[src/rtl/key_pkg.sv]
// Shared definitions for the key event front end: channel state encoding,
// default cycle constants for a 50 MHz clock and a small elaboration helper.
package key_pkg;

  // Per-channel debounce / hold state, 3-bit encoding.
  typedef enum logic [2:0] {
    IDLE       = 3'd0,
    PRESS_DB   = 3'd1,
    PRESSED    = 3'd2,
    LONG       = 3'd3,
    RELEASE_DB = 3'd4
  } key_state_e;

  // Default timing at 50 MHz.
  localparam int unsigned DEF_N_KEY        = 4;
  localparam int unsigned DEF_DEBOUNCE_CYC = 1_000_000;   // 20 ms
  localparam int unsigned DEF_LONG_CYC     = 50_000_000;  // 1 s
  localparam int unsigned DEF_REPEAT_CYC   = 10_000_000;  // 200 ms

  // Larger of two elaboration-time constants, used to size the hold counter.
  function automatic int unsigned max_u(input int unsigned a, input int unsigned b);
    return (a > b) ? a : b;
  endfunction

endpackage

[src/rtl/key_event_ch.sv]
// One key channel: 2-FF synchronizer, debounce counter, hold counter and the
// IDLE/PRESS_DB/PRESSED/LONG/RELEASE_DB state machine. All outputs are
// registered. Optional auto-repeat of long_press is built only when the
// KEY_REPEAT_EN macro is defined.
module key_event_ch
  import key_pkg::*;
#(
  parameter int unsigned DEBOUNCE_CYC = DEF_DEBOUNCE_CYC,
  parameter int unsigned LONG_CYC     = DEF_LONG_CYC,
  parameter int unsigned REPEAT_CYC   = DEF_REPEAT_CYC
) (
  input  logic clk,
  input  logic rst_n,
  input  logic i_key,
  output logic o_fs,
  output logic o_press,
  output logic o_release,
  output logic o_long_press
);

  localparam int unsigned DB_W   = $clog2(DEBOUNCE_CYC + 1);
  localparam int unsigned HOLD_W = $clog2(max_u(LONG_CYC, REPEAT_CYC) + 1);

  // Terminal counts: a counter value of N-1 on entry means N stable cycles.
  localparam logic [DB_W-1:0]   DB_LAST   = DB_W'(DEBOUNCE_CYC - 1);
  localparam logic [HOLD_W-1:0] LONG_LAST = HOLD_W'(LONG_CYC - 1);
`ifdef KEY_REPEAT_EN
  localparam logic [HOLD_W-1:0] REPEAT_LAST = HOLD_W'(REPEAT_CYC - 1);
`endif

  // Synchronizer and state registers
  logic              r_sync1;
  logic              r_sync2;
  key_state_e        r_state;
  logic [DB_W-1:0]   r_db_cnt;
  logic [HOLD_W-1:0] r_hold_cnt;
  logic              r_origin_long;  // RELEASE_DB was entered from LONG
  logic              r_fs;
  logic              r_press;
  logic              r_release;
  logic              r_long_press;

  // Next-state values
  logic              w_raw_p;
  key_state_e        w_state_nxt;
  logic [DB_W-1:0]   w_db_nxt;
  logic [HOLD_W-1:0] w_hold_nxt;
  logic              w_origin_nxt;
  logic              w_press_nxt;
  logic              w_release_nxt;
  logic              w_long_nxt;
  logic              w_fs_nxt;
  logic [DB_W-1:0]   w_db_inc;
  logic [HOLD_W-1:0] w_hold_inc;

  // Bring the asynchronous pin into the clock domain.
  always_ff @(posedge clk) begin
    if (!rst_n) begin
      // NOTE: the synchronizer resets to the released level (1) so a key that
      // is held through reset is seen as a fresh falling edge afterwards.
      r_sync1 <= 1'b1;
      r_sync2 <= 1'b1;
    end else begin
      // NOTE: non-blocking assignments make r_sync2 take the *old* r_sync1,
      // giving two real flop stages; blocking here would collapse them.
      r_sync1 <= i_key;
      r_sync2 <= r_sync1;
    end
  end

  // Pins are active-low; everything downstream works on "pressed = 1".
  assign w_raw_p = ~r_sync2;

  // Saturating increments: counters stick at all-ones instead of wrapping.
  assign w_db_inc   = (&r_db_cnt)   ? r_db_cnt   : r_db_cnt + DB_W'(1);
  assign w_hold_inc = (&r_hold_cnt) ? r_hold_cnt : r_hold_cnt + HOLD_W'(1);

  // fs follows the accepted level one cycle after the accepting pulse.
  assign w_fs_nxt = (r_state == PRESSED) || (r_state == LONG) ||
                    (r_state == RELEASE_DB);

  // Channel state machine: next state, counters and one-cycle pulses.
  always_comb begin
    // NOTE: every output of this block gets a default first, so no path can
    // leave a signal unassigned and infer a latch.
    w_state_nxt   = r_state;
    w_db_nxt      = r_db_cnt;
    w_hold_nxt    = r_hold_cnt;
    w_origin_nxt  = r_origin_long;
    w_press_nxt   = 1'b0;
    w_release_nxt = 1'b0;
    w_long_nxt    = 1'b0;

    case (r_state)
      IDLE: begin
        if (w_raw_p) begin
          w_state_nxt = PRESS_DB;
          w_db_nxt    = '0;
        end
      end

      PRESS_DB: begin
        if (!w_raw_p) begin
          w_state_nxt = IDLE;
        end else if (r_db_cnt >= DB_LAST) begin
          w_state_nxt = PRESSED;
          w_press_nxt = 1'b1;
          w_hold_nxt  = '0;
        end else begin
          w_db_nxt = w_db_inc;
        end
      end

      PRESSED: begin
        // Every cycle spent here counts towards the hold time, including
        // the one in which the key starts to bounce away.
        w_hold_nxt = w_hold_inc;
        if (!w_raw_p) begin
          w_state_nxt  = RELEASE_DB;
          w_db_nxt     = '0;
          w_origin_nxt = 1'b0;
        end else if (r_hold_cnt >= LONG_LAST) begin
          w_state_nxt = LONG;
          w_long_nxt  = 1'b1;
`ifdef KEY_REPEAT_EN
          w_hold_nxt  = '0;
`endif
        end
      end

      LONG: begin
`ifdef KEY_REPEAT_EN
        w_hold_nxt = w_hold_inc;
`endif
        if (!w_raw_p) begin
          w_state_nxt  = RELEASE_DB;
          w_db_nxt     = '0;
          w_origin_nxt = 1'b1;
        end
`ifdef KEY_REPEAT_EN
        else if (r_hold_cnt >= REPEAT_LAST) begin
          w_long_nxt = 1'b1;
          w_hold_nxt = '0;
        end
`endif
      end

      RELEASE_DB: begin
        // hold_cnt is left untouched here, so a bounce back resumes it.
        if (w_raw_p) begin
          w_state_nxt = r_origin_long ? LONG : PRESSED;
        end else if (r_db_cnt >= DB_LAST) begin
          w_state_nxt   = IDLE;
          w_release_nxt = 1'b1;
        end else begin
          w_db_nxt = w_db_inc;
        end
      end

      default: begin
        w_state_nxt = IDLE;
      end
    endcase
  end

  // Register the state machine, counters and outputs.
  always_ff @(posedge clk) begin
    if (!rst_n) begin
      r_state       <= IDLE;
      r_db_cnt      <= '0;
      r_hold_cnt    <= '0;
      r_origin_long <= 1'b0;
      r_fs          <= 1'b0;
      r_press       <= 1'b0;
      r_release     <= 1'b0;
      r_long_press  <= 1'b0;
    end else begin
      r_state       <= w_state_nxt;
      r_db_cnt      <= w_db_nxt;
      r_hold_cnt    <= w_hold_nxt;
      r_origin_long <= w_origin_nxt;
      r_fs          <= w_fs_nxt;
      r_press       <= w_press_nxt;
      r_release     <= w_release_nxt;
      r_long_press  <= w_long_nxt;
    end
  end

  assign o_fs         = r_fs;
  assign o_press      = r_press;
  assign o_release    = r_release;
  assign o_long_press = r_long_press;

endmodule

[src/rtl/key_event.sv]
// Multi-channel key front end: N_KEY independent copies of key_event_ch turn
// raw active-low, bouncy pins into a debounced level plus press, release and
// long-press pulses. Define KEY_REPEAT_EN to make long_press auto-repeat
// every REPEAT_CYC cycles while the key stays held.
module key_event
  import key_pkg::*;
#(
  parameter int unsigned N_KEY        = DEF_N_KEY,
  parameter int unsigned DEBOUNCE_CYC = DEF_DEBOUNCE_CYC,
  parameter int unsigned LONG_CYC     = DEF_LONG_CYC,
  parameter int unsigned REPEAT_CYC   = DEF_REPEAT_CYC
) (
  input  logic             clk,
  input  logic             rst_n,
  input  logic [N_KEY-1:0] i_key,
  output logic [N_KEY-1:0] o_fs,
  output logic [N_KEY-1:0] o_press,
  output logic [N_KEY-1:0] o_release,
  output logic [N_KEY-1:0] o_long_press
);

  // One fully independent channel per key pin.
  for (genvar g = 0; g < N_KEY; g++) begin : g_ch
    key_event_ch #(
      .DEBOUNCE_CYC (DEBOUNCE_CYC),
      .LONG_CYC     (LONG_CYC),
      .REPEAT_CYC   (REPEAT_CYC)
    ) u_ch (
      .clk          (clk),
      .rst_n        (rst_n),
      .i_key        (i_key[g]),
      .o_fs         (o_fs[g]),
      .o_press      (o_press[g]),
      .o_release    (o_release[g]),
      .o_long_press (o_long_press[g])
    );
  end

endmodule

[config.mk]
export PLATFORM = sky130hd
export DESIGN_NAME = key_event
export DESIGN_NICKNAME = d
export VERILOG_FILES = /design/src/rtl/key_pkg.sv /design/src/rtl/key_event_ch.sv /design/src/rtl/key_event.sv
export SDC_FILE = /design/constraint.sdc
export NUM_CORES = 1
export LEC_CHECK = 0
export BUFFER_PORTS_ARGS = -buffer_cell sky130_fd_sc_hd__buf_4
export CAP_MARGIN = 20
export CORE_UTILIZATION = 57
export CTS_CLUSTER_SIZE = 14
export DETAILED_ROUTE_END_ITERATION = 16
export PLACE_DENSITY = 0.82
export SYNTH_ARGS = -nofsm -noshare
export SYNTH_HDL_FRONTEND = slang
export SYNTH_SLANG_ARGS = --single-unit
[constraint.sdc]
create_clock -name clk -period 2.7 [get_ports clk]
set_clock_uncertainty 0.15 [all_clocks]
set_input_delay 0.54 -clock clk [delete_from_list [all_inputs] [get_ports clk]]
set_output_delay 0.54 -clock clk [all_outputs]
set_load 0.01 [all_outputs]
==> Yosys cells after proc, flatten, opt, wreduce, memory -nomap -nowiden <==
Cells that the tools add are included.
Widths: inputs -> output; s select.
{ "word_totals": {"elab_cells": 293, "register_bits": 224, "in_bits": 6} }
{ "op_classes": {"n_eq_ne": 60, "add_sub_neg": 8, "muxes": 104, "reduce_logical": 64, "n_bitwise": 9, "n_lt_le_gt_ge": 8} }
{ "op_table": {"columns": ["cell", "count"], "rows": [
  ["$mux 20", 24],
  ["$pmux 20 s4", 4],
  ["$mux 26", 12],
  ["$pmux 26 s2", 4],
  ["$add 26x1->26 const B", 4],
  ["$ge 26x26->1 const B", 4],
  ["$reduce_and 26->1", 4],
  ["$mux 3", 32],
  ["$add 20x1->20 const B", 4],
  ["$ge 20x20->1 const B", 4],
  ["$reduce_and 20->1", 4],
  ["$pmux 3 s5", 4],
  ["$ne 2x1->1 const B", 20],
  ["$reduce_and 5->1", 8],
  ["$eq 3x2->1 const B", 8],
  ["$ne 2x2->1 const B", 12],
  ["$reduce_and 3->1", 8],
  ["$reduce_or 3->1", 8],
  ["$mux 1", 20],
  ["$reduce_and 4->1", 4],
  ["$reduce_bool 2->1", 8],
  ["$reduce_bool 4->1", 4],
  ["$eq 3x1->1 const B", 4],
  ["$eq 3x3->1 const B", 4],
  ["other kinds (8)", 41]
]} }

==> Logic depth before layout (Yosys ltp) <==
Gate-level depths: netlist of run 1.
{ "depth": {"word_depth": 5, "mapped_depth": 10, "mapped_depth_nobuf": 8} }

==> By module <==
A second synthesis of run 1 with hierarchy kept.
{ "hier_totals": {"cells_unflattened": 1405, "area_unflattened_um2": 11723.7} }
{ "modules_own_cells": {"columns": ["mod", "seq_area_each_um2", "cells_each", "area_each_um2", "n_inst"], "rows": [
  ["key_event_ch at g_ch[0].u_ch ...", 1121.1, 347, 2885.3, 3],
  ["key_event_ch at g_ch[3].u_ch", 1121.1, 364, 3067.9, 1]
]} }

==> Worst setup path after synthesis of run 1 <==
Ideal clock, no wire load.
{ "synth_timing": {"path_kind": "register -> register", "start": "register g_ch[2].u_ch.r_db_cnt[0]", "end": "register g_ch[2].u_ch.r_hold_cnt[10]", "path_slack_ns": 0.094, "path_buffers": 2, "setup_ns": 0.128, "synth_period_minus_slack_ns": 2.606, "path_stages_with_launch": 11, "t_arrival_ns": 2.328, "path_cell_list": "dfxtp_1 ha_1 and4_1 nand3_1 o41ai_1 clkbuf_1 and2_1 nand2_1 nand2_1 clkbuf_1 nor2_1"} }
{ "synth_via": {"elab_chain_cells": 3} }
{ "synth_lines": {"columns": ["item", "line_no", "rtl"], "rows": [
  ["from (decl)", "key_event_ch.sv:35", "logic [DB_W-1:0] r_db_cnt;"],
  ["from (signal assigned)", "key_event_ch.sv:179", "r_db_cnt <= w_db_nxt;"],
  ["$ge 20x20->1", "key_event_ch.sv:105", "end else if (r_db_cnt >= DB_LAST) begin"],
  ["$ne 2x1->1 (no line)", null, null],
  ["$reduce_and 4->1 (no line)", null, null],
  ["to (signal assigned)", "key_event_ch.sv:180", "r_hold_cnt <= w_hold_nxt;"],
  ["to (decl)", "key_event_ch.sv:36", "logic [HOLD_W-1:0] r_hold_cnt;"]
]} }
No other way between the ends.
A chain may end at the register's enable or synchronous reset.

==> Final worst setup path of run 1 <==
{ "layout_timing": {"start": "register g_ch[1].u_ch.r_db_cnt[7]", "end": "register g_ch[1].u_ch.r_db_cnt[3]"} }
{ "layout_via": {"elab_chain_cells": 5} }
{ "layout_lines": {"columns": ["item", "line_no", "rtl"], "rows": [
  ["from (decl)", "key_event_ch.sv:35", null],
  ["from (signal assigned)", "key_event_ch.sv:179", null],
  ["parallel branches: the longest is 2 deep, another holds $ge 20x20->1", null, null],
  ["$mux 20 (*)", "key_event_ch.sv:105, key_event_ch.sv:152", null],
  ["$mux 20 (on tied branches)", "key_event_ch.sv:150, key_event_ch.sv:103", null],
  ["$pmux 20 s4 (*)", "key_event_ch.sv:94", "case (r_state)"]
]} }
Every way passes the cells marked *. The select of a mux whose other input is x is not followed.

==> results of run 1 <==
-- worst max-delay path by stage --
stage | end | depth (start not counted)
global placement | g_ch[1].u_ch.r_db_cnt[3]$_SDFFE_PN0P_ | 9
finish | g_ch[1].u_ch.r_db_cnt[3]$_SDFFE_PN0P_ | 9
global route | g_ch[1].u_ch.r_db_cnt[3]$_SDFFE_PN0P_ | 9
detailed placement | g_ch[1].u_ch.r_db_cnt[17]$_SDFFE_PN0P_ | 8
floorplan | g_ch[2].u_ch.r_hold_cnt[10]$_SDFFE_PN0P_ | 10
CTS | g_ch[1].u_ch.r_db_cnt[17]$_SDFFE_PN0P_ | 8
-- metal layers --
layer	wire (um)	vias up	share of wire, %	GRT usage [%]
li1	-	4985	-	-
met1	11350	4660	47	32.37
met2	11360	202	47	40.07
met3	902	30	3.8	2.725
met4	383	0	1.6	5.772
met5	0	-	0	0
-- layout make-up --
cell class                      count  area, um2  area share [%]
Clock inverter                     15      210.2           1.633
Inverter                           39      146.4           1.137
Tap cell                          260      325.3           2.527
Timing Repair Buffer               88      709.4           5.510
Clock buffer                       30      674.4           5.238
Multi-Input combinational cell   1030       6324           49.12
Sequential cell                   224       4486           34.84
-- power groups by stage --
| stage | registers (W) | logic [W] | clock network [W] |
|---|---|---|---|
| floorplan | 0.00339 | 0.000115 | 0 |
| global placement | 0.00340 | 0.000169 | 0 |
| detailed placement | 0.00340 | 0.000173 | 0 |
| CTS | 0.00333 | 0.000174 | 0.00370 |
| global route | 0.00333 | 0.000197 | 0.00384 |
| finish | 0.00333 | 0.000180 | 0.00363 |
-- kinds of logic (layout without fill, tap and decap cells) --
kind of cell,after synthesis,in the layout,share of synthesized area [%]
DFF,224,224,40.13
muxes,8,8,0.7389
and+or+nand+nor,657,657,30.35
adders and majority gates,8,8,0.8957
buffers and inverters,119,172,4.613
AOI/OAI and AO/OA,237,237,13.87
xor gates and xnor gates,120,120,9.404
-- critical path, stage by stage (launching register included) --
cell      delay, ns
dfxtp_1        0.32
or4_4          0.54
a311oi_4       0.35
o31ai_4        0.14
buf_4          0.17
buf_6          0.12
a211oi_4       0.25
nor2_4         0.07
or4_4          0.48
a21oi_2        0.14
-- through the flow --
step	worst slack [ns]	hold slack (ns)	util, %	setup TNS, ns
after floorplan	0.09412	0.2363	-	0
after global placement	-0.2256	0.2396	62.36	-1.907
after detailed placement	-0.03156	0.2425	62.42	-0.1030
after CTS	0.03326	0.03394	67.16	0
after global routing	-0.1926	0.04426	67.92	-1.787
final	-0.08568	0.04801	67.92	-0.2872
-- layout by cell type, fill, tap and decap left out, types with 21 or more instances in the layout --
cell type and instances:
and3_1 31, nand3_1 74, and4_1 21, buf_4 82
dfxtp_1 223, nand4_1 56, or3_1 30, nor3_1 42
nor2_1 185, xnor2_1 66, nand2_1 94, nor4_1 30
o21ai_0 52, clkbuf_16 25, xor2_1 54, inv_1 39
nand2b_1 22, o31ai_1 23, a21oi_1 61
-- state kept, by name (all words and copies together), names as in the netlist --
signal and flops:
g_ch.u_ch.r_hold_cnt 104, g_ch.u_ch.o_release 4, g_ch.u_ch.o_press 4, g_ch.u_ch.r_db_cnt 80
g_ch.u_ch.o_long_press 4, g_ch.u_ch.r_origin_long 4, g_ch.u_ch.r_sync2 4, g_ch.u_ch.r_state 12
g_ch.u_ch.r_sync1 4, g_ch.u_ch.o_fs 4
-- what timing repair did --
item,in CTS,in global routing
setup endpoints to repair,4,55
pin swaps,2,7
resized for setup,2,26
setup buffers,0,2
==> impl_metrics.yaml, run 1 <==
grt:
  antenna_found_initial: 0
  globalRouteOverflowTotal: 0
  grt_pass1_wl_mm: 41.01
  grt_util_all_layers_pct: 23.76
  grt_pass1_vias: 9056
  grt_max_degree: 34
logic_synthesis:
  synth_seq_cells: 224
  yosysTopAreaCell: "dfxtp_1"
  synthTopCellsByArea: "dfxtp_1, nor2_1, xnor2_1"
  syn_area_mm2: 0.01118
  syn_nets: 1387
  ys_seq_area_share_pct: 40.13
  postSynthCellCount: 1373
  yosysWarnings: 0
  netlist.area_leader.share_pct: 40.13
  yosysMostFrequentCell: "dfxtp_1"
  synth-edff-count: 0
  ys_async_sr_fraction_pct: 0
  synth_commonest_cells: "dfxtp_1, nor2_1, nand2_1"
  synth_area_per_cell_um2: 8.140
  synthFlopType: "dfxtp_1"
  ys_types: 65
floorplanning:
  start_util_pct: 58.96
  io_pins: 22
  die-width_um: 142.0
  dieArea_mm2: 0.02017
  fp-row-count: 50
  die_y_um: 142.0
  core_mm2: 0.01896
hold_path:
  hp-start: "i_key[0]"
  min_to: "g_ch[0].u_ch.r_sync1$_SDFF_PN1_"
  whs_path_depth: 2
  hold_path_class: "in2reg"
clocking:
  cts_tree: "yes"
  holdBufCountCts: 0
  cts_root_buffer: "clkbuf_16"
  cts_buffers: 25
  h-tree-depth: 1
  clkTransAtPathRegs_ns: 0.06
  clk_latency_ns: 0.52
  clockBufferDepth: 3
  cts.sinks: 224
critical_path:
  r2r_setup_slack_ns: -0.09
  crit_path_max_fanout: 5
  cp.arrival_ns: 3.09
  crit_path_start: "g_ch[1].u_ch.r_db_cnt[7]$_SDFFE_PN0P_"
  crit_required_ns: 3.01
  end_kind: "flip-flop"
  worst_r2r_path_depth: 9
  r2r_start: "g_ch[1].u_ch.r_db_cnt[7]$_SDFFE_PN0P_"
  path_class: "reg2reg"
  timing.rr.end: "g_ch[1].u_ch.r_db_cnt[3]$_SDFFE_PN0P_"
  start_kind: "flip-flop"
timing:
  final-hold-violation-count: 0
  maxSlewViolCount: 0
  setup_viol: 7
  maxClockFrequency_ghz: 0.3590
  tightest_slew_ns: 0.8078
  setup_ws_ns: -0.08568
  rsz0062_at_grt: "yes"
  fin_crit_sh_pct: 103.2
  maxSlewHeadroom_pct: 45.46
  finalCriticalPeriod_ns: 2.786
pwr:
  p_sw_w: 0.001499
  intPower_w: 0.005640
  power_frac_comb_pct: 2.5
  p_sw_share_pct: 21.00
  p_per_area_mw_per_mm2: 554.5
  ir_drop_v: 0.0004429
  pwr-share-seq_pct: 46.6
  p_clk_share_pct: 50.8
  p_leak_nw: 4.349
  power_w: 0.007139
placed_design:
  place_inst: 1639
  globalplace.congestion: 0.8388
  placed_cell_area_mm2: 0.01183
  port_buffers: 21
  dp_hpwl_mm: 15.74
routing:
  ant_nets: 0
  drc: 0
  viasPerCell: 5.858
  wl_per_cell_um: 14.23
  vias: 9877
  drt_iter0_drc: 443
  drt_wl_total_mm: 23.99
  dr.pass1.iters: 5
outcome:
  run_status: "finished, violations left"
  violations: "negative setup slack"
cells_and_area:
  nets: 1422
  n_fill_cell: 1533
  fin_cells: 1686
  area_delta_synth_final_pct: 15.20
  final_cell_area_mm2: 0.01287
  diodes: 0
  drive_gt1_share_pct: 11.85
job:
  max_cap_viol_count: 0
Power figures use the tool's default switching activity.
==> run 2: changes to the inputs <==
- ABC_AREA: default -> 1
- CORE_UTILIZATION: 57 -> 58
- PLACE_DENSITY: 0.82 -> 0.83
==> impl_metrics.yaml, run 2 <==
critical_path:
  path_common_cell: "nand2_1"
  crit_required_ns: 3.00
  end_kind: "flip-flop"
  path_class: "reg2reg"
  start_kind: "flip-flop"
  crit_path_max_fanout: 25
  cp.arrival_ns: 2.61
  slowest_delay_ns: 0.37
  cpMaxStageDelayCell: "dfxtp_1"
  r2r_setup_slack_ns: 0.38
  critical_path.cell_chain: "ha_1, nand2_1, nor2_2, nand2_1, nor2_2, nand3_1, nand2_1, inv_2, nand2_4, nand2_1, a21oi_1"
clocking:
  clk_latency_ns: 0.54
  cts_tree: "yes"
  postCtsResizedCells: 0
  holdBufCountCts: 0
  clkTransAtPathRegs_ns: 0.06
  cts_setup_buffers: 0
  cts_buffers: 25
  clockBufferDepth: 3
  cts.sinks: 224
  h-tree-depth: 1
  cts_root_buffer: "clkbuf_16"
routing:
  dr.pass1.iters: 6
  ant_nets: 0
  viasPerCell: 5.455
  drt_iter0_drc: 1202
  wl_per_cell_um: 13.07
  vias: 14397
  drc: 0
  drt_wl_total_mm: 34.49
floorplanning:
  io_pins: 22
  fp-row-count: 56
  dieArea_mm2: 0.02502
  die_y_um: 158.2
  die-width_um: 158.2
  core_mm2: 0.02368
  start_util_pct: 59.73
placed_design:
  port_buffers: 21
  globalplace.congestion: 0.9785
  post-place-ws_ns: 0.3043
  dp_hpwl_mm: 24.63
cells_and_area:
  drive_gt1_share_pct: 7.155
  largest_reg_flops: 104
  area_delta_synth_final_pct: 8.006
  nets: 2318
  layout_commonest_cell: "nand2_1"
  diodes: 0
  multiInputGateArea_mm2: 0.008389
  reg.largest.list: "g_ch.u_ch.r_hold_cnt: 104 flops, g_ch.u_ch.r_db_cnt: 80 flops, g_ch.u_ch.r_state: 12 flops"
  regMostFlops: "g_ch.u_ch.r_hold_cnt"
  final_cell_mix: "nand2_1, nor2_1, dfxtp_1"
  n_fill_cell: 2219
  regArea_mm2: 0.004484
logic_synthesis:
  ys_seq_area_share_pct: 31.70
  syn_nets: 2325
  synth_seq_cells: 224
  ys_async_sr_fraction_pct: 0
  synth_commonest_cells: "nand2_1, nor2_1, dfxtp_1"
  yosysWarnings: 0
  synthFlopType: "dfxtp_1"
  syn_area_mm2: 0.01414
  synth_area_per_cell_um2: 6.121
  ys_types: 43
  synthTopCellsByArea: "dfxtp_1, nand2_1, nor2_1"
  synth-edff-count: 0
  netlist.area_leader.share_pct: 31.70
  yosysMostFrequentCell: "nand2_1"
  postSynthCellCount: 2311
  yosysTopAreaCell: "dfxtp_1"
timing:
  tightest_slew_ns: 0.6280
  rsz0062_at_grt: "no"
  hold_slack_ns: 0.04090
  maxSlewHeadroom_pct: 57.81
  setup_viol: 0
  maxSlewViolCount: 0
  finalSetupTns_ns: 0
  maxClockFrequency_ghz: 0.4314
  finalCriticalPeriod_ns: 2.318
  fin_crit_sh_pct: 85.85
  final-hold-violation-count: 0
  setup_ws_ns: 0.3820
grt:
  grt_pass1_vias: 13112
  globalRouteOverflowTotal: 0
  grt_max_degree: 55
  antenna_found_initial: 0
  grt_util_all_layers_pct: 27.78
  grt_pass1_wl_mm: 58.71
pwr:
  power_w: 0.009652
  ir_drop_v: 0.0004059
  p_per_area_mw_per_mm2: 631.8
  p_leak_nw: 5.296
job:
  max_cap_viol_count: 0
hold_path:
  hold_path_class: "in2reg"
outcome:
  run_status: "finished clean"
[run 2: changes by cell type after synthesis, sizes merged, moves of 50 or more]
cell and delta:
a21oi +143, inv +172, nand2 +601, nand3 +149, nor2 +169, xnor2 -50
[run 2: critical path: cells and delay by family, from the launching register on]
family | cells | cell delay [ns]
simple gates | 8 | 1.19
flops | 1 | 0.37
compound gates | 1 | 0.16
fa+ha+maj | 1 | 0.23
buf+inv | 1 | 0.15
[run 2: layout make-up]
type	instances	area share, %
clock inverter	13	1.138
sequential	224	29.35
tap	319	2.613
inverter	214	5.323
timing repair buffer	44	2.244
clock buffer	30	4.414
multi-input combinational	1795	54.91
[run 2: final timing paths]
kind,start,to,cells after the start
setup / recovery,g_ch[0].u_ch.r_hold_cnt[1]$_SDFFE_PN0P_,g_ch[0].u_ch.r_hold_cnt[6]$_SDFFE_PN0P_,11
hold / removal,i_key[3],g_ch[3].u_ch.r_sync1$_SDFF_PN1_,2
setup reg to reg,g_ch[0].u_ch.r_hold_cnt[1]$_SDFFE_PN0P_,g_ch[0].u_ch.r_hold_cnt[6]$_SDFFE_PN0P_,11
hold reg to reg,g_ch[0].u_ch.r_sync1$_SDFF_PN1_,g_ch[0].u_ch.r_sync2$_SDFF_PN1_,1
[run 2: metal layers]
| metal | vias up | wire length [um] | global-route usage, % |
|---|---|---|---|
| met5 | - | 0 | 0 |
| met4 | 0 | 626 | 7.509 |
| met3 | 58 | 1893 | 3.668 |
| met2 | 396 | 16110 | 48.18 |
| met1 | 6549 | 15860 | 35.96 |
| li1 | 7394 | - | - |
[run 2: report_power, final]
| group | internal (W) | switching, W | total [W] |
|---|---|---|---|
| logic | 0.000622 | 0.00195 | 0.00257 |
| clock network | 0.00215 | 0.00139 | 0.00354 |
| registers | 0.00342 | 0.000115 | 0.00354 |
[run 2: cells by family (layout without fill, tap and decap cells)]
group	after synthesis	after routing	synth area share, %
XOR/XNOR	79	79	4.892
AND/OR/NAND/NOR	1450	1450	44.22
flip-flops	224	224	31.70
buffers and inverters	292	301	9.023
AO/OA/AOI/OAI	258	258	9.456
adder cells (fa/ha/maj)	8	8	0.7077
[run 2: per-stage QoR]
| step | cells | instance area, um2 | utilization, % |
|---|---|---|---|
| after detailed placement | 2596 | 14420 | 60.90 |
| final | 2639 | 15280 | 64.51 |
| after global placement | 2596 | 14420 | 60.90 |
| after floorplan | 2311 | 14140 | - |
| after CTS | 2639 | 15270 | 64.49 |
| after global routing | 2639 | 15280 | 64.51 |
==> run 3: changes to the inputs <==
--- a/config.mk
+++ b/config.mk
@@ -7,5 +7,5 @@
 export LEC_CHECK = 0
 export ABC_AREA = 1
-export BUFFER_PORTS_ARGS = -buffer_cell sky130_fd_sc_hd__buf_4
+export BUFFER_PORTS_ARGS = -buffer_cell sky130_fd_sc_hd__buf_2
 export CAP_MARGIN = 20
 export CORE_UTILIZATION = 58
==> constraint.sdc (replaced) <==
create_clock -name clk -period 2.7 [get_ports clk]
set_clock_uncertainty 0.15 [all_clocks]
set_input_delay 0.135 -clock clk [delete_from_list [all_inputs] [get_ports clk]]
set_output_delay 0.135 -clock clk [all_outputs]
set_load 0.01 [all_outputs]
==> impl_metrics.yaml, run 3 (synthesis results as in run 2) <==
outcome:
  run_status: "finished clean"
clocking:
  clkTransAtPathRegs_ns: 0.06
  cts.sinks: 224
  clockBufferDepth: 3
  clk_latency_ns: 0.53
  cts_setup_buffers: 0
  cts_tree: "yes"
  h-tree-depth: 1
  cts_buffers: 26
  cts_root_buffer: "clkbuf_16"
job:
  max_cap_viol_count: 0
routing:
  dr.pass1.iters: 7
  ant_nets: 0
  vias: 14432
  drt_iter0_drc: 1245
  drt_wl_total_mm: 34.67
  drc: 0
  wl_per_cell_um: 13.13
  viasPerCell: 5.465
floorplanning:
  die_y_um: 158.2
  core_mm2: 0.02368
  start_util_pct: 59.73
  die-width_um: 158.2
  io_pins: 22
  dieArea_mm2: 0.02502
  fp-row-count: 56
critical_path:
  crit_required_ns: 3.01
  cp.arrival_ns: 2.81
  end_kind: "flip-flop"
  crit_path_max_fanout: 16
  path_class: "reg2reg"
  start_kind: "flip-flop"
timing:
  maxClockFrequency_ghz: 0.4000
  setup_viol: 0
  maxSlewHeadroom_pct: 44.54
  finalSetupTns_ns: 0
  finalCriticalPeriod_ns: 2.500
  maxSlewViolCount: 0
  hold_slack_ns: 0.1773
  rsz0062_at_grt: "no"
  fin_crit_sh_pct: 92.60
  final-hold-violation-count: 0
  tightest_slew_ns: 0.8319
pwr:
  p_clk_share_pct: 36.3
  intPower_w: 0.006060
  power_frac_comb_pct: 26.4
  p_per_area_mw_per_mm2: 623.8
  p_leak_nw: 5.272
  p_sw_w: 0.003427
  ir_drop_v: 0.0004661
  pwr-share-seq_pct: 37.3
  p_sw_share_pct: 36.12
cells_and_area:
  drive_gt1_share_pct: 6.718
  final_cell_mix: "nand2_1, nor2_1, dfxtp_1"
  regMostFlops: "g_ch.u_ch.r_hold_cnt"
  final_util_pct: 64.22
  largest_reg_flops: 104
  area_delta_synth_final_pct: 7.528
  reg.largest.list: "g_ch.u_ch.r_hold_cnt: 104 flops, g_ch.u_ch.r_db_cnt: 80 flops, g_ch.u_ch.r_state: 12 flops"
  n_fill_cell: 2289
  nets: 2318
  layout_commonest_cell: "nand2_1"
  diodes: 0
placed_design:
  dp_hpwl_mm: 24.42
  globalplace.congestion: 0.9788
  port_buffers: 21
grt:
  antenna_found_initial: 0
  grt_max_degree: 106
  grt_pass1_vias: 13222
  globalRouteOverflowTotal: 0
  grt_pass1_wl_mm: 58.88
  grt_util_all_layers_pct: 27.90
hold_path:
  hold_path_class: "in2reg"
[run 3: final timing paths]
path / slack, ns / start / endpoint / cells after the start
max: 0.20 / g_ch[2].u_ch.r_state[2]$_SDFFE_PN0P_ / g_ch[2].u_ch.r_hold_cnt[13]$_SDFFE_PN0P_ / 10
min: 0.18 / i_key[2] / g_ch[2].u_ch.r_sync1$_SDFF_PN1_ / 3
max reg2reg: 0.20 / g_ch[2].u_ch.r_state[2]$_SDFFE_PN0P_ / g_ch[2].u_ch.r_hold_cnt[13]$_SDFFE_PN0P_ / 10
min reg2reg: 0.27 / g_ch[1].u_ch.r_sync1$_SDFF_PN1_ / g_ch[1].u_ch.r_sync2$_SDFF_PN1_ / 1
[run 3: stage by stage]
step	cell area (um2)	instances	setup slack, ns	total power [W]
6_report	15210	2641	0.1997	0.009487
5_1_grt	15210	2641	0.004537	0.009953
2_1_floorplan	14140	2311	0.7549	0.005669
3_5_place_dp	14310	2590	0.2673	0.006075
4_1_cts	15200	2641	0.2405	0.009524
3_3_place_gp	14310	2590	0.3092	0.006018
[run 3: critical path: stages (launching register included)]
cell     delay [ns]
dfxtp_1        0.42
inv_1          0.14
nand3_4        0.21
inv_4          0.15
nand2_1        0.08
nor2_1         0.07
a21oi_2        0.34
nand3_2        0.35
nand2_2        0.31
nand2_1        0.09
a21oi_1        0.13
[run 3: metal layers]
metal	track usage, %	part of all wire (%)
met4	8.608	2.4
met2	48.22	46
met3	3.449	5.7
met1	35.98	46
met5	0	0
[run 3: power by group through the flow]
stage               Combinational [W]  Clock [W]  Sequential (W)
finish                        0.00251    0.00344         0.00354
global route                  0.00277    0.00363         0.00356
CTS                           0.00249    0.00350         0.00354
detailed placement            0.00246          0         0.00361
global placement              0.00241          0         0.00360
floorplan                     0.00209          0         0.00358
[run 3: cell type report]
class                   instances  area (um2)  share of cell area [%]
multi-input cells            1795        8398                   55.22
flip-flops and latches        224        4484                   29.48
inverters                     214       813.3                   5.347
clock buffers                  41       778.2                   5.117
well taps                     319       399.1                   2.624
repair buffers                 43       282.8                   1.859
clock inverters                 5       53.80                  0.3537
[run 3: repair_timing]
item | CTS | global route
endpoints found under the setup margin | 0 | 32
hold endpoints to repair | 10 | 0
resized for setup | 0 | 2
hold buffers | 5 | 0
